<file path="src/rtl/mul_share_arbiter.sv">
// rtl/mul_share_arbiter.sv - round-robin sharing of one pipelined 32x32->64 multiplier
//
// Ports:
//   clk, reset            clock; asynchronous active-high reset
//   req_valid/req_ready   per-requester issue handshake (ready is one-hot or zero)
//   req_src1/req_src2     packed 32-bit operands, requester i at [32i+31:32i]
//   req_signed1/2         per-requester operand signedness
//   rsp_valid/rsp_ready   result handshake; rsp_data = product, rsp_id = requester
//   mul_src1/2, mul_signa/b, mul_in_en, mul_out_en, mul_aclr, mul_result
//                         connection to the external two-stage multiplier cell
//   perf_clr, perf_busy_cnt, perf_stall_cnt
//                         only with MUL_SHARE_ARBITER_PERF_CNT_EN defined
module mul_share_arbiter #(
    parameter int NUM_REQ = 2,
    parameter int ID_W    = 1
) (
    input  logic                  clk,
    input  logic                  reset,
`ifdef MUL_SHARE_ARBITER_PERF_CNT_EN
    input  logic                  perf_clr,
    output logic [31:0]           perf_busy_cnt,
    output logic [31:0]           perf_stall_cnt,
`endif
    input  logic [NUM_REQ-1:0]    req_valid,
    output logic [NUM_REQ-1:0]    req_ready,
    input  logic [NUM_REQ*32-1:0] req_src1,
    input  logic [NUM_REQ*32-1:0] req_src2,
    input  logic [NUM_REQ-1:0]    req_signed1,
    input  logic [NUM_REQ-1:0]    req_signed2,
    output logic                  rsp_valid,
    input  logic                  rsp_ready,
    output logic [63:0]           rsp_data,
    output logic [ID_W-1:0]       rsp_id,
    output logic [31:0]           mul_src1,
    output logic [31:0]           mul_src2,
    output logic                  mul_signa,
    output logic                  mul_signb,
    output logic                  mul_in_en,
    output logic                  mul_out_en,
    output logic                  mul_aclr,
    input  logic [63:0]           mul_result
);

    logic                s1_vld, s2_vld;
    logic [ID_W-1:0]     s1_id, s2_id;
    logic [ID_W-1:0]     rr_ptr, ptr_nxt;
    logic [ID_W-1:0]     grant_idx, cand;
    logic                grant_any;
    logic [NUM_REQ-1:0]  grant;
    logic                adv;

    // The whole pipe moves together; it only freezes when a finished result
    // is sitting in the output stage and the consumer is not taking it.
    assign adv = !s2_vld || rsp_ready;

    // Round-robin search starting at rr_ptr, wrapping at NUM_REQ-1.
    // Grants are suppressed while frozen and while reset is asserted.
    always_comb begin
        grant_any = 1'b0;
        grant_idx = '0;
        cand      = rr_ptr;
        if (adv && !reset) begin
            for (int k = 0; k < NUM_REQ; k++) begin
                if (!grant_any && req_valid[cand]) begin
                    grant_any = 1'b1;
                    grant_idx = cand;
                end
                cand = (cand == ID_W'(NUM_REQ - 1)) ? '0 : cand + ID_W'(1);
            end
        end
    end

    always_comb begin
        grant     = '0;
        mul_src1  = '0;
        mul_src2  = '0;
        mul_signa = 1'b0;
        mul_signb = 1'b0;
        for (int i = 0; i < NUM_REQ; i++) begin
            grant[i] = grant_any && (grant_idx == ID_W'(i));
            if (grant[i]) begin
                mul_src1  = req_src1[32*i +: 32];
                mul_src2  = req_src2[32*i +: 32];
                mul_signa = req_signed1[i];
                mul_signb = req_signed2[i];
            end
        end
    end

    assign ptr_nxt = (grant_idx == ID_W'(NUM_REQ - 1)) ? '0 : grant_idx + ID_W'(1);

    always_ff @(posedge clk or posedge reset) begin
        if (reset) begin
            s1_vld <= 1'b0;
            s2_vld <= 1'b0;
            s1_id  <= '0;
            s2_id  <= '0;
            rr_ptr <= '0;
        end else if (adv) begin
            s2_vld <= s1_vld;
            s2_id  <= s1_id;
            s1_vld <= grant_any;
            s1_id  <= grant_idx;
            if (grant_any) begin
                rr_ptr <= ptr_nxt;
            end
        end
    end

    assign req_ready  = grant;
    assign mul_in_en  = adv;
    assign mul_out_en = adv;
    assign mul_aclr   = reset;
    assign rsp_valid  = s2_vld;
    assign rsp_data   = mul_result;
    assign rsp_id     = s2_id;

`ifdef MUL_SHARE_ARBITER_PERF_CNT_EN
    // Saturating counters; a clear request wins over a same-cycle increment.
    always_ff @(posedge clk or posedge reset) begin
        if (reset) begin
            perf_busy_cnt  <= '0;
            perf_stall_cnt <= '0;
        end else if (perf_clr) begin
            perf_busy_cnt  <= '0;
            perf_stall_cnt <= '0;
        end else begin
            if ((s1_vld || s2_vld) && perf_busy_cnt != 32'hFFFF_FFFF) begin
                perf_busy_cnt <= perf_busy_cnt + 32'd1;
            end
            if (!adv && (|req_valid) && perf_stall_cnt != 32'hFFFF_FFFF) begin
                perf_stall_cnt <= perf_stall_cnt + 32'd1;
            end
        end
    end
`else
    // Performance counters are not built in this configuration.
`endif

endmodule

</file>
<file path="config.mk">
export PLATFORM = sky130hd
export DESIGN_NAME = mul_share_arbiter
export DESIGN_NICKNAME = d
export VERILOG_FILES = /design/src/rtl/mul_share_arbiter.sv
export SDC_FILE = /design/constraint.sdc
export NUM_CORES = 1
export LEC_CHECK = 0
export BUFFER_PORTS_ARGS = -buffer_cell sky130_fd_sc_hd__buf_4
export CORE_AREA = 3 3 131 133
export DETAILED_ROUTE_END_ITERATION = 16
export DIE_AREA = 0 0 134 136
export PLACE_DENSITY = 0.51
export SLEW_MARGIN = 20
export SYNTH_ARGS = -nofsm -noshare
export SYNTH_HDL_FRONTEND = slang
export SYNTH_SLANG_ARGS = --single-unit
</file>
<file path="constraint.sdc">
create_clock -name clk -period 1.8 [get_ports clk]
set_clock_uncertainty 0.1 [all_clocks]
set_input_delay 0.36 -clock clk [delete_from_list [all_inputs] [get_ports clk]]
set_output_delay 0.36 -clock clk [all_outputs]
set_load 0.02 [all_outputs]
</file>
==> results.yml <==
route:
  top_layer: "met4"
  vias_per_cell: 3.672
  wirelength_mm: 9.194
  postRouteAntennaNets: 0
  drt-met1-wl_mm: 2.963
  drt-pass1-iter-count: 4
  route.met3.wl_um: 865
  detail_route.iter0.violations: 28
  wl_per_cell_um: 16.87
  vias: 2001
  drc: 0
  wl_met2_mm: 5.096
min_path:
  holdCritPathClass: "in -> async"
synth:
  synth_top_area_frac: 0.4107
  yosys-top-cells-count: "buf_4, a22o_1, buf_2"
  async_flop_share: 1.000
  synth.avg_cell_area_sq_um: 8.329
  yosysUniqueCellTypes: 19
  ys_seq_area_frac: 0.08889
  synth_area_leader_cell: "a22o_1"
  synth-main-ff-cell: "dfrtp_1"
  ys_seq_elements: 5
  yosysWarnings: 0
  netlist_area_sq_um: 1408
  synth.area.top_cells: "a22o_1, buf_4, dfrtp_1, buf_2, nor4b_4"
  synth_edf_count: 0
  synth_cells: 169
  synth.most_common_cell: "buf_4"
  synth_fp_nets: 370
sta:
  rsz0062_at_grt: "yes"
  slew_viol_final: 0
  hold_slack_ps: 107.4
  tns_ps: -26970
  min_period_over_period: 1.258
  max_freq_mhz: 441.7
  fin_ws_ps: -463.8
  tightest_slew_ps: 317.1
  setup_viol: 68
  finalCriticalPeriod_ps: 2264
  maxSlewHeadroom: 0.7877
  finalHoldViolCount: 0
global_routing:
  grt_max_degree: 24
  antenna_found_initial: 0
  overflow: 0
  grt_usage: 0.08660
  first_global_vias: 2115
  grt_pass1_wl_mm: 12.25
finish:
  final_area_sq_um: 3749
  antenna_cells: 0
  area_growth_syn_to_layout_pct: 166.3
  fin_cells: 545
  layout-drive-gt1-share: 0.8723
  final_nets: 531
  fillers: 1713
  final_util: 0.2351
flow_run:
  maxCapViolations: 0
clock_network:
  cts.sinks: 5
  holdBufCountCts: 0
  clk_root_buffer_cell: "clkbuf_16"
  h-tree-depth: 1
  clk_pin_slew_worst_paths_ps: 30
  cts_tree: "built"
  clockBufferDepth: 2
  cts_buffers: 3
  clk_latency_ps: 230
floorplan:
  pin_count: 338
  initial_utilization: 0.08829
  die_area_sq_um: 18220
  die_w_um: 134
  coreArea_sq_um: 15940
  num_rows: 46
  die_h_um: 136
worst_setup_path:
  crit_arrival_ps: 1800
  required_ps: 1340
  path_class: "reg -> out"
  critPathMaxFanout: 6
  end_kind: "primary output"
  worstSetupStartpointType: "register"
outcome:
  status: "finished with violations"
  violations: "setup timing"
place:
  pre_cts_slack_ps: -427.5
  dpl_cell_area_sq_um: 3172
  io_buffers: 209
  gp_routability_congestion: 0.8111
  placed_cells: 531
  dp_hpwl_mm: 7.072
power:
  power_mw: 1.857
  ir_drop_mv: 0.2706
  p_leak_nw: 1.918
  power_density_nw_per_um2: 495.4
==> timing repair <==
| item | 4_1_cts | 5_1_grt |
|---|---|---|
| endpoints found under the setup margin | 68 | 68 |
| setup buffers | 6 | 2 |
| resized for setup | 67 | 6 |
| gates cloned | 3 | 2 |
| pin swaps | 22 | 12 |
==> worst max-delay path: stages (launching register included) <==
cell	delay, ps
dfrtp_1	360
nor2b_4	140
nor4b_4	350
buf_12	180
buf_12	130
buf_8	110
a22o_1	160
buf_6	130
==> area by class of cell <==
cell class / count / area [sq um] / share of cell area
Clock buffer: 4 / 78.83 / 0.02103
Inverter: 2 / 7.507 / 0.002003
Multi-Input combinational cell: 81 / 1075 / 0.2867
Sequential cell: 5 / 125.1 / 0.03338
Tap cell: 216 / 270.3 / 0.07210
Timing Repair Buffer: 237 / 2192 / 0.5848
==> flip-flops by register name, indices dropped and copies added (netlist names) <==
name	flops
rr_ptr	1
rsp_id	1
rsp_valid	1
s1_id	1
s1_vld	1
==> where the power goes <==
part	switching (mW)	leakage [nW]	internal, mW
sequential	0.0107	0.0615	0.133
combinational	0.571	1.82	0.777
clock	0.0715	0.0382	0.293
==> placed cells by master, fill, tap and decap left out <==
cell type / Yosys / routed
a21o_1: 1 / 1
nand2b_1: 1 / 1
clkbuf_1: 3 / 1
and2_1: 1 / 1
nand2_1: 1 / 1
o31ai_1: 1 / 1
buf_4: 67 / 171
clkbuf_16: 0 / 5
inv_1: 2 / 2
nor2_1: 3 / 3
nor4b_4: 1 / 1
a22o_4: 0 / 42
dfrtp_1: 5 / 5
buf_8: 0 / 5
mux2_2: 1 / 1
buf_6: 2 / 48
nor2b_1: 2 / 1
nor3_4: 0 / 1
buf_12: 0 / 8
or2_2: 1 / 1
nor2b_4: 0 / 1
buf_16: 0 / 3
a2bb2oi_1: 1 / 1
a22o_1: 66 / 24
==> final timing paths <==
path                                to  slack (ps)  depth (start not counted)  startpoint
max                        mul_src2[2]        -460                          7   rsp_valid
min                             rsp_id         110                          3       reset
max in group asynchronous       s1_vld        1320                          3       reset
min reg2reg                  rsp_valid         360                          1      s1_vld
max reg2reg                     rsp_id         530                          3   rsp_valid
min in group clk             rsp_valid         360                          1      s1_vld
==> per-layer routing <==
| metal | vias to the layer above | global-route usage |
|---|---|---|
| met2 | 182 | 0.1769 |
| met4 | 0 | 0.03257 |
| met3 | 26 | 0.01962 |
| met5 | - | 0 |
| met1 | 900 | 0.08331 |
| li1 | 893 | - |
==> cells by family (layout without fill, tap and decap cells) <==
| group | Yosys count | in the layout | synth area share |
|---|---|---|---|
| AO/OA/AOI/OAI | 69 | 69 | 0.4276 |
| buffers and inverters | 83 | 243 | 0.4187 |
| flip-flops | 5 | 5 | 0.08889 |
| multiplexers | 1 | 1 | 0.007999 |
| AND/OR/NAND/NOR | 11 | 11 | 0.05689 |
(Power assumes the default switching activity.)
